<file path="config.mk">
export PLATFORM = sky130hd
export DESIGN_NAME = mem_wb_stage_flat
export DESIGN_NICKNAME = d
export VERILOG_FILES = /design/src/rtl/mem_wb_stage_if.sv /design/src/rtl/mem_wb_stage.sv /design/src/flat_wrapper.sv
export SDC_FILE = /design/constraint.sdc
export NUM_CORES = 1
export LEC_CHECK = 0
export CORE_ASPECT_RATIO = 0.6
export CORE_MARGIN = 2
export CORE_UTILIZATION = 39
export CTS_CLUSTER_SIZE = 20
export DETAILED_ROUTE_END_ITERATION = 8
export GPL_TIMING_DRIVEN = 0
export PLACE_DENSITY = 0.87
export SYNTH_ARGS = -nofsm -noshare
export SYNTH_HDL_FRONTEND = slang
export SYNTH_SLANG_ARGS = --single-unit
export TNS_END_PERCENT = 1
</file>
<file path="constraint.sdc">
create_clock -name clk -period 4.2 [get_ports clk]
set_input_delay 0.84 -clock clk [delete_from_list [all_inputs] [get_ports clk]]
set_output_delay 0.84 -clock clk [all_outputs]
set_load 0.02 [all_outputs]
</file>
<file path="src/rtl/mem_wb_stage_if.sv">
// mem_wb_stage_if: memory-stage/writeback bus; MEM_WB_FWD_EN adds the bypass and stall-count signals
interface mem_wb_stage_if;
    logic         in_valid;
    logic [3:0]   opcode;
    logic [2:0]   dest;
    logic [15:0]  alu_out;
    logic [15:0]  pc_in;
    logic [15:0]  dmem_address;
    logic [127:0] dmem_rdata;
    logic         dmem_resp;
    logic         stall;
    logic         load_regfile;
    logic [2:0]   wb_dest;
    logic [15:0]  wb_data;
    logic         load_cc;
    logic [2:0]   wb_nzp;
    logic [15:0]  wb_pc;
    logic         wb_valid;
`ifdef MEM_WB_FWD_EN
    logic         fwd_valid;
    logic [2:0]   fwd_dest;
    logic [15:0]  fwd_data;
    logic [15:0]  stall_count;
    modport master (
        output in_valid, opcode, dest, alu_out, pc_in, dmem_address, dmem_rdata, dmem_resp,
        input  stall, load_regfile, wb_dest, wb_data, load_cc, wb_nzp, wb_pc, wb_valid,
        input  fwd_valid, fwd_dest, fwd_data, stall_count
    );
    modport slave (
        input  in_valid, opcode, dest, alu_out, pc_in, dmem_address, dmem_rdata, dmem_resp,
        output stall, load_regfile, wb_dest, wb_data, load_cc, wb_nzp, wb_pc, wb_valid,
        output fwd_valid, fwd_dest, fwd_data, stall_count
    );
`else
    modport master (
        output in_valid, opcode, dest, alu_out, pc_in, dmem_address, dmem_rdata, dmem_resp,
        input  stall, load_regfile, wb_dest, wb_data, load_cc, wb_nzp, wb_pc, wb_valid
    );
    modport slave (
        input  in_valid, opcode, dest, alu_out, pc_in, dmem_address, dmem_rdata, dmem_resp,
        output stall, load_regfile, wb_dest, wb_data, load_cc, wb_nzp, wb_pc, wb_valid
    );
`endif
endinterface

</file>
<file path="src/rtl/mem_wb_stage.sv">
// mem_wb_stage: MEM/WB register with memory-response wait and writeback select; MEM_WB_FWD_EN adds bypass outputs and a stall counter
module mem_wb_stage #(
    parameter logic [15:0] RESET_PC = 16'h0000
) (
    input logic          clk,
    input logic          reset,
    mem_wb_stage_if.slave bus
);
    localparam logic [3:0] OP_ADD = 4'h1, OP_LDB = 4'h2, OP_STB = 4'h3, OP_JSR = 4'h4,
                           OP_AND = 4'h5, OP_LDR = 4'h6, OP_STR = 4'h7, OP_NOT = 4'h9,
                           OP_SHF = 4'hD, OP_LEA = 4'hE, OP_TRAP = 4'hF;
    typedef enum logic {IDLE, WAIT} state_t;
    state_t state;
    logic memop, link, alu_op, lr_n, cc_n, stall_c, capture;
    logic [15:0] word, data_n;
    logic [7:0] ldb;
    logic [2:0] dest_n, nzp_n;
    // Decode the opcode, select the addressed word/byte and the writeback data
    always_comb begin
        memop = bus.opcode inside {OP_LDR, OP_LDB, OP_STR, OP_STB, OP_TRAP};
        link = bus.opcode == OP_JSR || bus.opcode == OP_TRAP;
        alu_op = bus.opcode inside {OP_ADD, OP_AND, OP_NOT, OP_SHF, OP_LEA};
        word = bus.dmem_rdata[{bus.dmem_address[3:1], 4'b0000} +: 16];
        ldb = bus.dmem_address[0] ? word[15:8] : word[7:0];
        data_n = alu_op ? bus.alu_out :
                 bus.opcode == OP_LDR ? word :
                 bus.opcode == OP_LDB ? {8'h00, ldb} :
                 link ? bus.pc_in : 16'h0000;
        dest_n = link ? 3'd7 : bus.dest;
        lr_n = alu_op || bus.opcode == OP_LDR || bus.opcode == OP_LDB || link;
        cc_n = (alu_op && bus.opcode != OP_LEA) || bus.opcode == OP_LDR || bus.opcode == OP_LDB;
        nzp_n = data_n[15] ? 3'b100 : data_n == 16'h0000 ? 3'b010 : 3'b001;
        stall_c = state == IDLE ? bus.in_valid && memop && !bus.dmem_resp : !bus.dmem_resp;
        capture = state == IDLE ? bus.in_valid && (!memop || bus.dmem_resp) : bus.dmem_resp;
    end
    assign bus.stall = stall_c;
    // Wait-for-memory FSM and the registered writeback outputs
    always_ff @(posedge clk) begin
        if (reset) begin
            state <= IDLE;
            bus.wb_valid <= 1'b0;
            bus.load_regfile <= 1'b0;
            bus.load_cc <= 1'b0;
            bus.wb_dest <= 3'd0;
            bus.wb_data <= 16'h0000;
            bus.wb_nzp <= 3'b000;
            bus.wb_pc <= RESET_PC;
        end else begin
            state <= stall_c ? WAIT : IDLE;
            bus.wb_valid <= capture;
            bus.load_regfile <= capture && lr_n;
            bus.load_cc <= capture && cc_n;
            if (capture) begin
                bus.wb_dest <= dest_n;
                bus.wb_data <= data_n;
                bus.wb_nzp <= nzp_n;
                bus.wb_pc <= bus.pc_in;
            end
        end
    end
`ifdef MEM_WB_FWD_EN
    assign bus.fwd_valid = bus.load_regfile;
    assign bus.fwd_dest = bus.wb_dest;
    assign bus.fwd_data = bus.wb_data;
    // Saturating count of stalled cycles
    always_ff @(posedge clk) begin
        if (reset)
            bus.stall_count <= 16'h0000;
        else if (stall_c && bus.stall_count != 16'hFFFF)
            bus.stall_count <= bus.stall_count + 16'd1;
    end
`endif
endmodule

</file>
<file path="src/flat_wrapper.sv">
// flat-port wrapper written by rule: the top's interface ports become plain ports
module mem_wb_stage_flat 
#(
    parameter logic [15:0] RESET_PC = 16'h0000
)
  (clk, reset, bus_in_valid, bus_opcode, bus_dest, bus_alu_out, bus_pc_in, bus_dmem_address, bus_dmem_rdata, bus_dmem_resp, bus_stall, bus_load_regfile, bus_wb_dest, bus_wb_data, bus_load_cc, bus_wb_nzp, bus_wb_pc, bus_wb_valid);
  mem_wb_stage_if bus_i ();
  input logic clk;
  input logic reset;
  input wire logic [$bits(bus_i.in_valid)-1:0] bus_in_valid;
  input wire logic [$bits(bus_i.opcode)-1:0] bus_opcode;
  input wire logic [$bits(bus_i.dest)-1:0] bus_dest;
  input wire logic [$bits(bus_i.alu_out)-1:0] bus_alu_out;
  input wire logic [$bits(bus_i.pc_in)-1:0] bus_pc_in;
  input wire logic [$bits(bus_i.dmem_address)-1:0] bus_dmem_address;
  input wire logic [$bits(bus_i.dmem_rdata)-1:0] bus_dmem_rdata;
  input wire logic [$bits(bus_i.dmem_resp)-1:0] bus_dmem_resp;
  output wire logic [$bits(bus_i.stall)-1:0] bus_stall;
  output wire logic [$bits(bus_i.load_regfile)-1:0] bus_load_regfile;
  output wire logic [$bits(bus_i.wb_dest)-1:0] bus_wb_dest;
  output wire logic [$bits(bus_i.wb_data)-1:0] bus_wb_data;
  output wire logic [$bits(bus_i.load_cc)-1:0] bus_load_cc;
  output wire logic [$bits(bus_i.wb_nzp)-1:0] bus_wb_nzp;
  output wire logic [$bits(bus_i.wb_pc)-1:0] bus_wb_pc;
  output wire logic [$bits(bus_i.wb_valid)-1:0] bus_wb_valid;
  assign bus_i.in_valid = bus_in_valid;
  assign bus_i.opcode = bus_opcode;
  assign bus_i.dest = bus_dest;
  assign bus_i.alu_out = bus_alu_out;
  assign bus_i.pc_in = bus_pc_in;
  assign bus_i.dmem_address = bus_dmem_address;
  assign bus_i.dmem_rdata = bus_dmem_rdata;
  assign bus_i.dmem_resp = bus_dmem_resp;
  assign bus_stall = bus_i.stall;
  assign bus_load_regfile = bus_i.load_regfile;
  assign bus_wb_dest = bus_i.wb_dest;
  assign bus_wb_data = bus_i.wb_data;
  assign bus_load_cc = bus_i.load_cc;
  assign bus_wb_nzp = bus_i.wb_nzp;
  assign bus_wb_pc = bus_i.wb_pc;
  assign bus_wb_valid = bus_i.wb_valid;
  mem_wb_stage #(.RESET_PC(RESET_PC)) u_core (.clk(clk), .reset(reset), .bus(bus_i));
endmodule
</file>
* Word level (Yosys, flattened, before mapping)
Cells that the tools add are included.
Storage, ports and cells: latch bits 0, memory bits (writable) 0, bits in registers 42, memories kept 0, output and inout port bits 42, word-level logic and storage cells 50, bits in read-only memories 0, input bits 187
Operators by class: shift-type cells 1, reduce and logical (&&, ||, !) cells 18, add/subtract/negate cells 0, $mul 0, div/mod/pow operators 0, muxes and demuxes 11, eq/ne operators 12, bitwise logic cells 0, magnitude comparators 0
Operators with widths (count):
- 128-bit by 8-bit variable part select with 16-bit output | 1
- 16-bit 2-to-1 mux | 4
- 4-bit by 3-bit == test with 1-bit output (second input constant) | 4
- 4-bit == test (second input constant) | 4
- 16-bit zero test | 1
- 5-bit nonzero test | 2
- 4-bit by 2-bit == test with 1-bit output (second input constant) | 2
- 8-bit 2-to-1 mux | 1
- 1-bit logical OR | 7
- 1-bit logical AND | 6
- 3-bit 2-to-1 mux | 2
- 4-bit by 1-bit == test with 1-bit output (second input constant) | 1
- 4-bit inequality test (second input constant) | 1
- 1-bit 2-to-1 mux | 3
- 1-bit zero test | 2
- 2-bit 2-to-1 mux | 1

* Depth between registers and ports, before layout
depth after elaboration 9, depth in mapped cells 11, depth with buffers taken out 8

* Worst setup path before layout
No wires, ideal clock.
path type input -> register, from input bus_dmem_address[1], to register u_core.bus.wb_nzp[0], library setup time 0.117 ns, buffers on the path 2, required time 4.083 ns, setup slack 1.276 ns, arrival 2.807 ns, cell stages on the path 9, path through buf_6 buf_12 mux4_2 mux2i_4 o221ai_2 or3_1 o31ai_2 nand4_1 a32o_1
Between the ends: cells in the longest elaborated chain, start to end 8
RTL lines:
- start: declaration | RTL line flat_wrapper.sv:15 | input wire logic [$bits(bus_i.dmem_address)-1:0] bus_dmem_address;
- 128-bit by 8-bit variable part select with 16-bit output * | RTL line mem_wb_stage.sv:23 | word = bus.dmem_rdata[{bus.dmem_address[3:1], 4'b0000} +: 16];
- 8-bit 2-to-1 mux | RTL line mem_wb_stage.sv:24 | ldb = bus.dmem_address[0] ? word[15:8] : word[7:0];
- 16-bit 2-to-1 mux | RTL line mem_wb_stage.sv:27 | bus.opcode == OP_LDB ? {8'h00, ldb} :
- 16-bit 2-to-1 mux * | RTL line mem_wb_stage.sv:26 | bus.opcode == OP_LDR ? word :
- 16-bit 2-to-1 mux * | RTL line mem_wb_stage.sv:25 | data_n = alu_op ? bus.alu_out :
- 16-bit zero test | RTL line mem_wb_stage.sv:32 | nzp_n = data_n[15] ? 3'b100 : data_n == 16'h0000 ? 3'b010 : 3'b001;
- 2-bit 2-to-1 mux | RTL line mem_wb_stage.sv:32
- 3-bit 2-to-1 mux * | RTL line mem_wb_stage.sv:32
- end signal: assignment | RTL line mem_wb_stage.sv:56 | bus.wb_nzp <= nzp_n;
- end: declaration | RTL line mem_wb_stage_if.sv:41 | output stall, load_regfile, wb_dest, wb_data, load_cc, wb_nzp, wb_pc, wb_valid
Every way passes the cells marked *; elsewhere a longest branch is shown, timed or not. A chain may end at the register's enable or synchronous reset.

* Worst setup path after layout
from input bus_opcode[2], to output bus_stall
Between the ends: cells in the longest elaborated chain, start to end 5, elaborated cells between the ends (all ways) 9, those cells by class 5 x eq/ne; 1 x mux; 3 x reduce/logical
RTL lines:
- start: declaration | RTL line flat_wrapper.sv:11 | input wire logic [$bits(bus_i.opcode)-1:0] bus_opcode;
- 4-bit by 3-bit == test with 1-bit output (tied with other cells) | RTL line mem_wb_stage.sv:20 | memop = bus.opcode inside {OP_LDR, OP_LDB, OP_STR, OP_STB, OP_TRAP};
- 5-bit nonzero test * | RTL line mem_wb_stage.sv:20
- 1-bit logical AND * (2 in series) | RTL line mem_wb_stage.sv:33 | stall_c = state == IDLE ? bus.in_valid && memop && !bus.dmem_resp : !bus.dmem_resp;
- 1-bit 2-to-1 mux * | RTL line mem_wb_stage.sv:33
- end: declaration | RTL line flat_wrapper.sv:18 | output wire logic [$bits(bus_i.stall)-1:0] bus_stall;
Marks and branches as above.

==> run_results.csv <==
group,metric,value,unit
status,status,"completed",
yosys,synth_edf_count,0,
flow_run,drv_cap,0,
clock_network,cts_sinks,41,
cells_and_area,most-common-layout-cells,"clkdlybuf4s50_1 (209), nand2_1 (66), a21oi_1 (56)",
placed_design,gp_congestion,1.02,
floorplanning,die_y,75.9,um
power,p_leak,2.17,nW
placed_design,port_buffers,209,
power,p_int,1.02,mW
drt,drc,0,
yosys,syn_avg_cell_area,8.12,sq um
clock_network,post-cts-setup-buffers,0,
power,power.switching,0.439,mW
sta,max_freq,0.262,GHz
hold_path,min_path_type,"flop to flop",
floorplanning,start_util,39.9,%
floorplanning,num_rows,26,
yosys,post_synth_num_cell_types,56,
sta,finalClockSkew,4.01,ps
sta,fin_setup_tns,0,ps
drt,wl_per_cell,19.7,um
global_route,grt_max_degree,14,
yosys,yosysSeqAreaShare,24.4,%
cells_and_area,multi_input_area,2310,sq um
power,p_per_area,253,nW/um^2
setup_path,cp.arrival,2970,ps
yosys,synth-seq-cells,41,
global_route,overflow,0,
cells_and_area,nets,817,
clock_network,clock_latency,290,ps
clock_network,clockBufferDepth,2,
cells_and_area,n_antenna_cell,0,
clock_network,postCtsResizedCells,0,
sta,rsz0062_at_grt,"no",
yosys,syn_nets,601,
global_route,grt_pass1_wl,22.7,mm
yosys,synth_area_leaders,"dfxtp_1 (24%), mux4_2 (13%), mux2i_1 (8.9%), a21oi_1 (8.3%), nand2_1 (7.4%)",
floorplanning,dieArea,9400,sq um
power,ir_worst_vdd,0.000155,V
drt,drt_iter0_drc,401,
drt,routed_wl,14.6,mm
sta,final_max_slew_viol_count,0,
yosys,synthFlopType,"dfxtp_1",
placed_design,place_ws,437,ps
cells_and_area,drive_above_1_share,8.87,%
sta,setup_viol,0,
cells_and_area,final_common_cell,"clkdlybuf4s50_1",
drt,ant_nets,0,
sta,fin_crit,3810,ps
global_route,use_met2,47.3,%
cells_and_area,synthToLayoutAreaGrowth,71.7,%
power,total_power,1.46,mW
power,netSwitchingFraction,30.1,%
global_route,busiest_layer,"met2",
clock_network,cts-root-buf,"clkbuf_16",
sta,finalCritPeriodShare,90.8,%
sta,tightest_slew,855,ps
setup_path,worstSetupStartpointType,"primary input",
floorplanning,core,8430,sq um
power,power_frac_seq,29.4,%
global_route,groute.usage.overall,31.3,%
yosys,netlist.area_leader.share,24.4,%
yosys,ys.warnings.count,0,
clock_network,postCtsHoldBufs,0,
hold_path,worstHoldStart,"u_core.bus.wb_pc[11]$_SDFFE_PP0P_",
floorplanning,ios,229,
sta,max_slew_margin,42.9,%
power,comb_power_share,39.8,%
floorplanning,die_w,124,um
clock_network,htree_levels,2,
global_route,grt_pass1_vias,4252,
sta,worst_slack,387,ps
placed_design,dp_hpwl,12.3,mm
yosys,synthesis.area,3360,sq um
drt,via_count,4319,
clock_network,cts_buffers,5,
clock_network,clk_pin_slew,50,ps
setup_path,crit_start,"bus_opcode[2]",
yosys,yosysTopAreaCell,"dfxtp_1",
global_route,met1_usage,43.2,%
global_route,grt_use_met3,11.4,%
cells_and_area,fillers,661,
power,pwr-share-clk,30.7,%
sta,hold_violations,0,
setup_path,regToRegStartpoint,"u_core.state$_SDFF_PP0_",
yosys,netlist_instances,414,
setup_path,worstPathRequired,3360,ps
setup_path,cp_max_fo,10,
yosys,async_flop_share,0,%
global_route,antenna_found_initial,0,
clock_network,cts_tree,"yes",
drt,firstDrtPassIters,5,
setup_path,endpoint_kind,"output port",
setup_path,critical_path_class,"primary input to output port",
drt,vias_per_cell,5.81,
cells_and_area,seq_area,821,sq um
==> power groups by stage <==
stage	clock [mW]	combinational (mW)	sequential [mW]
after global routing	0.470	0.616	0.432
after CTS	0.453	0.569	0.429
after floorplan	0	0.244	0.466
final	0.449	0.581	0.430
after global placement	0	0.555	0.436
after detailed placement	0	0.566	0.438
==> cells by family (layout without fill, tap and decap cells) <==
group,Yosys count,in the layout,share of synthesized area (%)
simple gates,143,143,19.3
compound gates,128,128,25.4
mux,53,53,23.7
buf+inv,48,265,6.89
flops,41,41,24.4
xor+xnor,1,1,0.261
==> registers in the layout (all words and copies together) (netlist names) <==
signal / count
u_core.bus.load_regfile: 1
u_core.bus.wb_dest: 3
u_core.bus.wb_data: 15
u_core.bus.wb_valid: 1
u_core.bus.wb_nzp: 3
u_core.bus.wb_pc: 16
u_core.state: 1
u_core.bus.load_cc: 1
==> routing by layer <==
layer	vias to the layer above	routed length (um)
met5	-	0
met4	0	222
li1	1984	-
met2	284	6430
met1	2020	6090
met3	31	1870
==> layout make-up <==
cell class,instances,area share [%]
well taps,112,2.43
plain buffers,37,3.30
repair buffers,209,36.3
inverters,11,0.716
multi-input cells,325,40.0
clock inverters,2,0.651
clock buffers,6,2.41
flip-flops and latches,41,14.2
==> critical path, stage by stage <==
cell and delay [ps]:
clkdlybuf4s50_1 570, clkbuf_1 420, nand2_1 100, nand2_1 90, a21oi_1 110, nor3_1 200, clkdlybuf4s50_1 630
==> synth_stat cells (3+ instances only) <==
cell type	count
a311oi_1	6
dfxtp_1	41
o221ai_1	4
buf_2	13
nor2_1	28
mux4_2	20
a21oi_1	56
a21o_1	3
buf_4	3
a211oi_1	5
nor4_1	3
and2_1	4
o21ai_0	6
nor2b_1	5
o211ai_1	9
mux2i_1	30
nand2b_1	3
o22ai_1	7
a22oi_1	10
inv_1	11
and3_1	4
nand3_1	5
clkbuf_1	19
nor3_1	12
nand2_1	66
or3_1	3
==> metrics by stage <==
step	area, sq um	hold WS [ps]	utilization [%]	cells
CTS	5770	459	68.5	743
global route	5770	479	68.5	743
detailed placement	5590	451	66.4	735
finish	5770	455	68.5	743
global placement	5590	441	66.4	735
floorplan	3360	530	-	414
==> path summary, 6_finish.rpt <==
kind / endpoint / slack [ps] / depth (start not counted)
max reg2reg: u_core.bus.wb_data[0]$_SDFFE_PP0P_ / 2190 / 6
max: bus_stall / 390 / 7
min: u_core.bus.wb_pc[11]$_SDFFE_PP0P_ / 460 / 2
min reg2reg: u_core.bus.wb_pc[11]$_SDFFE_PP0P_ / 460 / 2
No activity file was read; power rests on OpenSTA's default activity.
